## config.mk

```make
export PLATFORM = sky130hd
export DESIGN_NAME = gelato_icache_refill_server
export DESIGN_NICKNAME = d
export VERILOG_FILES = /design/src/rtl/gelato_types.sv /design/src/rtl/gelato_sync_fifo.sv /design/src/rtl/gelato_icache_refill_server.sv
export SDC_FILE = /design/constraint.sdc
export NUM_CORES = 1
export LEC_CHECK = 0
export CELL_PAD_IN_SITES_DETAIL_PLACEMENT = 1
export CELL_PAD_IN_SITES_GLOBAL_PLACEMENT = 1
export CORE_MARGIN = 2
export CORE_UTILIZATION = 44
export CTS_CLUSTER_DIAMETER = 200
export DETAILED_ROUTE_END_ITERATION = 7
export GPL_ROUTABILITY_DRIVEN = 0
export PLACE_DENSITY_LB_ADDON = 0.1
export SKIP_CTS_REPAIR_TIMING = 1
export SLEW_MARGIN = 20
export SYNTH_ARGS = -nofsm -noshare
export SYNTH_HDL_FRONTEND = slang
export SYNTH_HIERARCHICAL = 1
export SYNTH_SLANG_ARGS = --single-unit
```

## constraint.sdc

```tcl
create_clock -name clk -period 10.24 [get_ports clk]
set_input_delay 2.048 -clock clk [delete_from_list [all_inputs] [get_ports clk]]
set_output_delay 2.048 -clock clk [all_outputs]
set_load 0.01 [all_outputs]
```

## src/rtl/gelato_types.sv

```systemverilog
// Shared types for the gelato instruction-side refill path: refill FSM states and
// the default L1 I-cache line geometry.
package gelato_types;

  localparam int L1_ICACHE_LINE_WORDS = 8;
  localparam int L1_ICACHE_WORD_WIDTH = 32;

  typedef enum logic [1:0] {
    REFILL_IDLE,
    REFILL_FETCH,
    REFILL_RESP
  } refill_state_t;

  typedef logic [L1_ICACHE_LINE_WORDS*L1_ICACHE_WORD_WIDTH-1:0] icache_line_t;

endpackage

```

## src/rtl/gelato_sync_fifo.sv

```systemverilog
// Single-clock FIFO with registered storage and a combinational head output.
// Pointers carry one extra wrap bit so full and empty are distinguishable.
module gelato_sync_fifo #(
  parameter int WIDTH = 32,
  parameter int DEPTH = 4
) (
  input  logic             clk,
  input  logic             rst,
  input  logic             push,
  input  logic [WIDTH-1:0] push_data,
  input  logic             pop,
  output logic             full,
  output logic             empty,
  output logic [WIDTH-1:0] head
);

  localparam int PTR_W = $clog2(DEPTH);

  logic [PTR_W:0]   wr_ptr_q, wr_ptr_d;
  logic [PTR_W:0]   rd_ptr_q, rd_ptr_d;
  logic [WIDTH-1:0] storage_q [DEPTH];

  always_comb begin
    wr_ptr_d = wr_ptr_q;
    rd_ptr_d = rd_ptr_q;
    if (push) wr_ptr_d = wr_ptr_q + (PTR_W+1)'(1);
    if (pop)  rd_ptr_d = rd_ptr_q + (PTR_W+1)'(1);
  end

  assign empty = (wr_ptr_q == rd_ptr_q);
  assign full  = (wr_ptr_q[PTR_W] != rd_ptr_q[PTR_W]) &&
                 (wr_ptr_q[PTR_W-1:0] == rd_ptr_q[PTR_W-1:0]);
  assign head  = storage_q[rd_ptr_q[PTR_W-1:0]];

  always_ff @(posedge clk or posedge rst) begin
    if (rst) begin
      wr_ptr_q <= '0;
      rd_ptr_q <= '0;
    end else begin
      wr_ptr_q <= wr_ptr_d;
      rd_ptr_q <= rd_ptr_d;
    end
  end

  always_ff @(posedge clk) begin
    if (push) storage_q[wr_ptr_q[PTR_W-1:0]] <= push_data;
  end

endmodule

```

## src/rtl/gelato_icache_refill_server.sv

```systemverilog
// L2-side server for I-cache line refills: queues line requests, reads each line word by
// word from memory and returns it in one beat. Optional perf counters: GELATO_REFILL_PERF_CNT_EN.
module gelato_icache_refill_server
  import gelato_types::*;
#(
  parameter int ADDR_WIDTH     = 32,
  parameter int WORD_WIDTH     = 32,
  parameter int LINE_WORDS     = 8,
  parameter int REQ_FIFO_DEPTH = 4
) (
  input  logic                             clk,
  input  logic                             rst,
  input  logic                             rdy,
  input  logic                             req_valid,
  output logic                             req_ready,
  input  logic [ADDR_WIDTH-1:0]            req_addr,
  output logic                             rsp_valid,
  input  logic                             rsp_ready,
  output logic [ADDR_WIDTH-1:0]            rsp_addr,
  output logic [LINE_WORDS*WORD_WIDTH-1:0] rsp_data,
  output logic                             mem_req_valid,
  input  logic                             mem_req_ready,
  output logic [ADDR_WIDTH-1:0]            mem_req_addr,
  input  logic                             mem_rsp_valid,
  input  logic [WORD_WIDTH-1:0]            mem_rsp_data
`ifdef GELATO_REFILL_PERF_CNT_EN
  ,
  output logic [31:0]                      perf_lines_served,
  output logic [31:0]                      perf_stall_cycles
`endif
);

  localparam int LINE_BITS  = LINE_WORDS * WORD_WIDTH;
  localparam int WORD_BYTES = WORD_WIDTH / 8;
  localparam int OFF        = $clog2(LINE_BITS / 8);
  localparam int IDX_W      = $clog2(LINE_WORDS);
  localparam int CNT_W      = IDX_W + 1;
  localparam logic [ADDR_WIDTH-1:0] LINE_MASK =
    ~((ADDR_WIDTH'(1) << OFF) - ADDR_WIDTH'(1));

  refill_state_t         state_q, state_d;
  logic [CNT_W-1:0]      issue_cnt_q, issue_cnt_d;
  logic [CNT_W-1:0]      rcv_cnt_q, rcv_cnt_d;
  logic [LINE_BITS-1:0]  line_q, line_d;

  logic                  fifo_push, fifo_pop, fifo_full, fifo_empty;
  logic [ADDR_WIDTH-1:0] head_addr;

  assign req_ready = !fifo_full && rdy;
  assign fifo_push = req_valid && req_ready;

  gelato_sync_fifo #(
    .WIDTH (ADDR_WIDTH),
    .DEPTH (REQ_FIFO_DEPTH)
  ) u_req_fifo (
    .clk       (clk),
    .rst       (rst),
    .push      (fifo_push),
    .push_data (req_addr & LINE_MASK),
    .pop       (fifo_pop),
    .full      (fifo_full),
    .empty     (fifo_empty),
    .head      (head_addr)
  );

  always_comb begin
    state_d       = state_q;
    issue_cnt_d   = issue_cnt_q;
    rcv_cnt_d     = rcv_cnt_q;
    line_d        = line_q;
    fifo_pop      = 1'b0;
    mem_req_valid = 1'b0;
    rsp_valid     = 1'b0;
    rsp_addr      = '0;
    rsp_data      = '0;
    mem_req_addr  = head_addr + (ADDR_WIDTH'(issue_cnt_q) * ADDR_WIDTH'(WORD_BYTES));

    case (state_q)
      REFILL_IDLE: begin
        if (!fifo_empty) state_d = REFILL_FETCH;
      end
      REFILL_FETCH: begin
        mem_req_valid = rdy && (issue_cnt_q < CNT_W'(LINE_WORDS));
        if (mem_req_valid && mem_req_ready) issue_cnt_d = issue_cnt_q + CNT_W'(1);
        // Capture ignores rdy: memory returns data regardless and cannot be stalled.
        if (mem_rsp_valid && (rcv_cnt_q < CNT_W'(LINE_WORDS))) begin
          line_d[rcv_cnt_q[IDX_W-1:0]*WORD_WIDTH +: WORD_WIDTH] = mem_rsp_data;
          rcv_cnt_d = rcv_cnt_q + CNT_W'(1);
          if (rcv_cnt_q == CNT_W'(LINE_WORDS-1)) state_d = REFILL_RESP;
        end
      end
      REFILL_RESP: begin
        rsp_valid = 1'b1;
        rsp_addr  = head_addr;
        rsp_data  = line_q;
        if (rsp_ready && rdy) begin
          fifo_pop    = 1'b1;
          issue_cnt_d = '0;
          rcv_cnt_d   = '0;
          state_d     = REFILL_IDLE;
        end
      end
      default: state_d = REFILL_IDLE;
    endcase
  end

  always_ff @(posedge clk or posedge rst) begin
    if (rst) begin
      state_q     <= REFILL_IDLE;
      issue_cnt_q <= '0;
      rcv_cnt_q   <= '0;
    end else begin
      state_q     <= state_d;
      issue_cnt_q <= issue_cnt_d;
      rcv_cnt_q   <= rcv_cnt_d;
    end
  end

  // Line data is only observable in RESP, after every word was rewritten.
  always_ff @(posedge clk) begin
    line_q <= line_d;
  end

`ifdef GELATO_REFILL_PERF_CNT_EN
  logic [31:0] perf_lines_q, perf_lines_d;
  logic [31:0] perf_stall_q, perf_stall_d;

  always_comb begin
    perf_lines_d = perf_lines_q;
    perf_stall_d = perf_stall_q;
    if (rsp_valid && rsp_ready && rdy && (perf_lines_q != '1))
      perf_lines_d = perf_lines_q + 32'd1;
    if (((rsp_valid && !rsp_ready) || (mem_req_valid && !mem_req_ready)) &&
        (perf_stall_q != '1))
      perf_stall_d = perf_stall_q + 32'd1;
  end

  always_ff @(posedge clk or posedge rst) begin
    if (rst) begin
      perf_lines_q <= '0;
      perf_stall_q <= '0;
    end else begin
      perf_lines_q <= perf_lines_d;
      perf_stall_q <= perf_stall_d;
    end
  end

  assign perf_lines_served = perf_lines_q;
  assign perf_stall_cycles = perf_stall_q;
`endif

`ifndef SYNTHESIS
  always @(posedge clk) begin
    if (!rst && mem_rsp_valid)
      assert (state_q == REFILL_FETCH && rcv_cnt_q < CNT_W'(LINE_WORDS))
        else $error("refill server: mem_rsp_valid with no outstanding read, word dropped");
  end
`endif

endmodule

```

# Yosys cells after proc, flatten, opt, wreduce, memory -nomap -nowiden
# Memory sizes are Yosys's and may differ from the RTL's.
# Index checks and enable logic that the tools add are counted.
[op_classes]
addsub = 6
n_mul = 0
div = 0
n_lt_le_gt_ge = 2
n_eq_ne = 11
shift = 2
muxes = 19
n_bitwise = 0
reduce_logical = 14
[op_table]
columns = ["cell", "n"]
rows = [
  ["$bwmux 256", 1],
  ["$mux 256", 1],
  ["$shift 32x34->256 const A", 1],
  ["$shiftx 32x34->256", 1],
  ["$neg 8->34", 1],
  ["$add 32x6->32", 1],
  ["$mux 32", 1],
  ["$pmux 4 s2", 2],
  ["$mux 4", 3],
  ["$ne 2x2->1 const B", 5],
  ["$add 4x1->4 const B", 2],
  ["$lt 4x4->1 const B", 2],
  ["$mux 2", 4],
  ["$logic_and 1x1->1", 7],
  ["$add 3x1->3 const B", 2],
  ["$mux 1", 6],
  ["$pmux 2 s3", 1],
  ["$reduce_and 3->1", 2],
  ["$eq 4x3->1 const B", 1],
  ["$reduce_and 4->1", 1],
  ["$eq 3x3->1", 1],
  ["$eq 2x1->1 const B", 1],
  ["$eq 2x2->1", 1],
  ["$eq 2x2->1 const B", 1],
  ["other kinds (5)", 5],
]
[totals]
reg_bits = 272
latchBits = 0
ram_bits = 108
mem_bits_ro = 0
input_bits = 71
wordCells = 61
n_memories = 1
[memory_table]
columns = ["name", "depth", "width", "rd", "rd_clocked_by_memory_dff", "write_ports", "line_no", "source"]
rows = [
  ["u_req_fifo.storage_q", 4, 27, 1, 0, 1, "gelato_sync_fifo.sv:21", "logic [WIDTH-1:0] storage_q [DEPTH];"],
]

# Depth between registers and ports, before layout
[logic_depth]
ltp_word = 7
ltp_mapped = 10

# Modules after synthesis
# The synthesis kept the hierarchy.
[modules_own_cells]
columns = ["module", "n_inst", "cells_each", "area_each_um2"]
rows = [
  ["gelato_icache_refill_server", 1, 1067, 12495.7],
  ["gelato_sync_fifo", 1, 199, 5017.3],
]

# Worst setup path after synthesis
# Ideal clock, no wire load.
[synth_timing]
kind = "register -> output"
start = "reg u_req_fifo.rd_ptr_q[0]"
end = "out mem_req_addr[26]"
arrival_time_ps = 2546
required_ps = 8192
path_slack_ps = 5646
stages_incl_launch_ff = 11
path_buffers = 2
path_cell_list = "dfrtp_1 -> buf_6 -> buf_12 -> mux4_2 -> ha_1 -> inv_1 -> fa_1 -> nand2b_1 -> a211oi_2 -> nand4_1 -> xnor2_1"
[synth_between]
elab_chain_len = 2
[synth_lines]
columns = ["element", "line_no", "source"]
rows = [
  ["start, declared", "gelato_sync_fifo.sv:20", "logic [PTR_W:0] rd_ptr_q, rd_ptr_d;"],
  ["start signal, assigned", "gelato_sync_fifo.sv:41", "rd_ptr_q <= rd_ptr_d;"],
  ["$mem_v2 4x27", "--", ""],
  ["$add 32x6->32", "gelato_icache_refill_server.sv:76", "mem_req_addr = head_addr + (ADDR_WIDTH'(issue_cnt_q) * ADDR_WIDTH'(WORD_BYTES));"],
  ["end, declared", "gelato_icache_refill_server.sv:23", "output logic [ADDR_WIDTH-1:0] mem_req_addr,"],
]
# Every way passes these cells.

# Worst setup path after layout
[layout_timing]
start = "reg u_req_fifo.rd_ptr_q[0]"
end = "out mem_req_addr[28]"
[layout_between]
elab_chain_len = 2
[layout_lines]
columns = ["element", "line_no", "source"]
rows = [
  ["$mem_v2 4x27", "--", ""],
  ["named net head_addr[5]", "gelato_icache_refill_server.sv:47", "logic [ADDR_WIDTH-1:0] head_addr;"],
  ["$add 32x6->32", "gelato_icache_refill_server.sv:76", ""],
]
# The timed path passes the listed nets, and every way through them passes these cells.

==> flow_summary.yaml <==
global_route:
  via_count_of_the_first_global_routing_pass: 11704
  grt_max_degree: 161
  global_route_wire_length_before_repair_mm: 74.4
  global_route.usage.total_pct: 24.2
  number_of_antenna_violations_at_the_first_check_in_global_routing: 2
  grt-ovfl-total: 0
clocking:
  htreeDepth: 2
  clkSinkCount: 400
  total_cts_buffers: 43
  cts-root-to-sink-buffers: 3
  tritoncts: "built"
  clkTransAtPathRegs_ps: 60
  root_buffer: "sky130_fd_sc_hd__clkbuf_16"
  clk_latency_ps: 560
power_and_ir_drop:
  worst_ir_drop_on_vdd_mv: 0.164
  sw_frac_of_total_pct: 31.4
  p_clk_share_pct: 30.8
  power_density_nw_per_um2: 215
  cell_internal_pwr_mw: 3.46
  p_sw_mw: 1.59
  total_power_mw: 5.05
  p_comb_share_pct: 27.8
  power.static_leakage_nw: 8.11
  power.sequential.fraction_pct: 41.3
detailed_routing:
  detail_route.iter0.violations: 620
  detail_route.wirelength_mm: 49.9
  viasPerCell: 5.03
  drc: 0
  mean_routed_wirelength_per_cell_um: 22.4
  route.antenna.remaining_nets: 0
  vias_after_detailed_routing: 11188
  drt_pre_antenna_iters: 5
synthesis:
  synth_area_leader_cell: "sky130_fd_sc_hd__edfxtp_1"
  number_of_synthesized_register_bits: 400
  yosysSeqAreaShare_pct: 68.1
  top_area_cell_type_share_of_the_netlist_area_pct: 65.8
  post_synth_num_cell_types: 47
  netlist_top_cells_area: "sky130_fd_sc_hd__edfxtp_1 (66%), sky130_fd_sc_hd__and2_1 (15%), sky130_fd_sc_hd__mux4_2 (3.6%)"
  synth_edf_count: 384
  synthesis.area_um2: 17500
  postSynthCellCount: 1266
  yosys_warnings: 6
  synth_top_flop_cell: "sky130_fd_sc_hd__edfxtp_1"
  synth.avg_cell_area_um2: 13.8
  postSynth.asyncResetShare_pct: 4.00
timing:
  achievable_freq_mhz: 154
  fin_worst_skew_ps: 12.6
  finalWorstSetupSlack_ps: 3750
  fin_crit_ps: 6490
  grt_setup_unrepaired: "false"
  slew_headroom_pct: 29.9
  tightest_slew_ps: 1050
  setup_tns_ps: 0
  finalMaxSlewViolations: 0
  min_period_over_period_pct: 63.3
  finalSetupViolations: 0
  final-hold-violation-count: 0
  hold_ws_ps: 491
floorplanning:
  ios: 394
  fp.dieH_um: 204
  floorplan.rows: 73
  die_area_um2: 41400
  fp.dieW_um: 204
  core_area_um2: 39500
  starting_density_of_the_core_pct: 44.3
layout:
  multiInputGateArea_um2: 5300
  sequential_cell_area_um2: 11900
  stdcell_count: 2226
  synthToLayoutAreaGrowth_pct: 33.9
  drive_gt1_share_pct: 7.59
  finish.net_count: 1751
  layout_common_cells: "sky130_fd_sc_hd__and2_1 (423), sky130_fd_sc_hd__clkdlybuf4s50_1 (388), sky130_fd_sc_hd__edfxtp_1 (384), sky130_fd_sc_hd__nor2_1 (143), sky130_fd_sc_hd__nand2_1 (48)"
  nFillCells: 3855
  mostFrequentLayoutCell: "sky130_fd_sc_hd__and2_1"
place:
  port-buffer-count: 388
  dp_worst_setup_slack_ps: 4240
  dp_cells: 2141
  post-dp-hpwl_mm: 33.6
setup_path:
  worst-r2r-cell-count: 5
  critical_path_data_arrival_time_ps: 4440
  cp_max_fo: 35
  setup.reg_to_reg.worst_slack_ps: 6810
  critical_register_to_register_path_startpoint: "rcv_cnt_q[1]$_DFFE_PP0P_"
  r2r-end: "line_q[79]$_DFFE_PP_"
  slowest_delay_ps: 630
  type_of_origin_of_the_critical_path: "flop"
  worstSetupPathType: "reg2out"
  crit_chain: "buf_4 > mux4_2 > ha_1 > o21ai_0 > a211oi_2 > nand4_1 > xnor2_1 > clkdlybuf4s50_1"
  critical_path.top_delay_family: "buffers and inverters"
  critical_path_buf_inv_count: 2
  worst_path_max_delay_cell: "sky130_fd_sc_hd__mux4_2"
  crit_path_end_kind: "primary output"
  critPathRequiredTime_ps: 8190
worst_hold_path:
  timing.hold.worst.class: "reg2reg"
  whs_endpoint: "u_req_fifo/wr_ptr_q[2]$_DFFE_PP0P_"
  launch_instance_of_the_worst_min_delay_path: "u_req_fifo/wr_ptr_q[2]$_DFFE_PP0P_"
  worst_hold_path.num_cells: 1
flow_run:
  cap_viol_max_count: 0
status:
  outcome: "completed"
==> logic make-up (layout without fill, tap and decap cells) <==
group	count (synthesis)	after routing	synth area share [%]
xor gates and xnor gates	36	36	1.80
other	1	21	0.0214
adders and majority gates	14	14	1.04
AOI/OAI and AO/OA	17	17	0.679
DFF	400	400	68.1
muxes	34	34	4.33
and+or+nand+nor	677	677	21.6
buffers and inverters	87	502	2.39
==> layout make-up <==
cell class                 count  area share (%)
clock buffer                  58            5.05
clock inverter                21           0.891
antenna                        1          0.0107
inverter                      15           0.261
multi-input combinational    798            22.6
tap                          525            2.80
timing repair buffer         408            17.5
sequential                   400            50.9
==> state kept, by name, indices dropped and copies added, names as in the netlist <==
| name | cells |
|---|---|
| line_q | 256 |
| u_req_fifo/storage_q | 128 |
| issue_cnt_q | 4 |
| rcv_cnt_q | 4 |
| u_req_fifo/rd_ptr_q | 3 |
| u_req_fifo/wr_ptr_q | 3 |
| state_q | 2 |
==> synthesized netlist by cell type, drive strengths merged, types with 2 or more instances <==
cell    instances
and2          423
edfxtp        384
nor2          150
nand2          48
clkbuf         45
mux4           32
buf            27
xnor2          27
nand3          22
dfrtp          16
inv            15
ha             13
nand4          10
xor2            9
o21ai           6
and3            5
nor3            4
a211oi          3
a21oi           3
nand3b          3
a22o            2
mux2            2
nand2b          2
nand4b          2
nor3b           2
==> through the flow <==
| stage | util, % | instance area [um2] |
|---|---|---|
| finish | 59.3 | 23400 |
| detailed placement | 55.5 | 22000 |
| global placement | 55.5 | 22000 |
| global route | 59.3 | 23400 |
| floorplan | - | 17600 |
| CTS | 59.0 | 23300 |
==> power groups by stage <==
stage	Sequential (mW)	Combinational (mW)	Clock, mW
CTS	2.09	1.42	1.59
global route	2.10	1.54	1.64
detailed placement	2.12	1.40	0
finish	2.09	1.41	1.56
floorplan	2.10	0.874	0
global placement	2.11	1.37	0
==> how the worst max path moves through the flow <==
| stage | startpoint | endpoint | slack [ps] | cells past startpoint |
|---|---|---|---|---|
| after floorplan | u_req_fifo/rd_ptr_q[0]$_DFFE_PP0P_ | mem_req_addr[26] | 5650 | 10 |
| after global placement | u_req_fifo/rd_ptr_q[0]$_DFFE_PP0P_ | mem_req_addr[22] | 4310 | 8 |
| after detailed placement | u_req_fifo/rd_ptr_q[0]$_DFFE_PP0P_ | mem_req_addr[18] | 4240 | 8 |
| after CTS | u_req_fifo/rd_ptr_q[0]$_DFFE_PP0P_ | mem_req_addr[28] | 3660 | 8 |
| after global routing | u_req_fifo/rd_ptr_q[0]$_DFFE_PP0P_ | mem_req_addr[28] | 3490 | 8 |
| final | u_req_fifo/rd_ptr_q[0]$_DFFE_PP0P_ | mem_req_addr[28] | 3750 | 8 |
==> layer usage <==
metal | vias to the layer above | part of all wire, % | track usage (%)
li1 | 5145 | - | -
met1 | 5587 | 38 | 28.7
met2 | 361 | 52 | 43.2
met3 | 93 | 6.2 | 5.69
met4 | 2 | 3.4 | 8.50
met5 | - | 0.022 | 0
(Power assumes the default switching activity.)
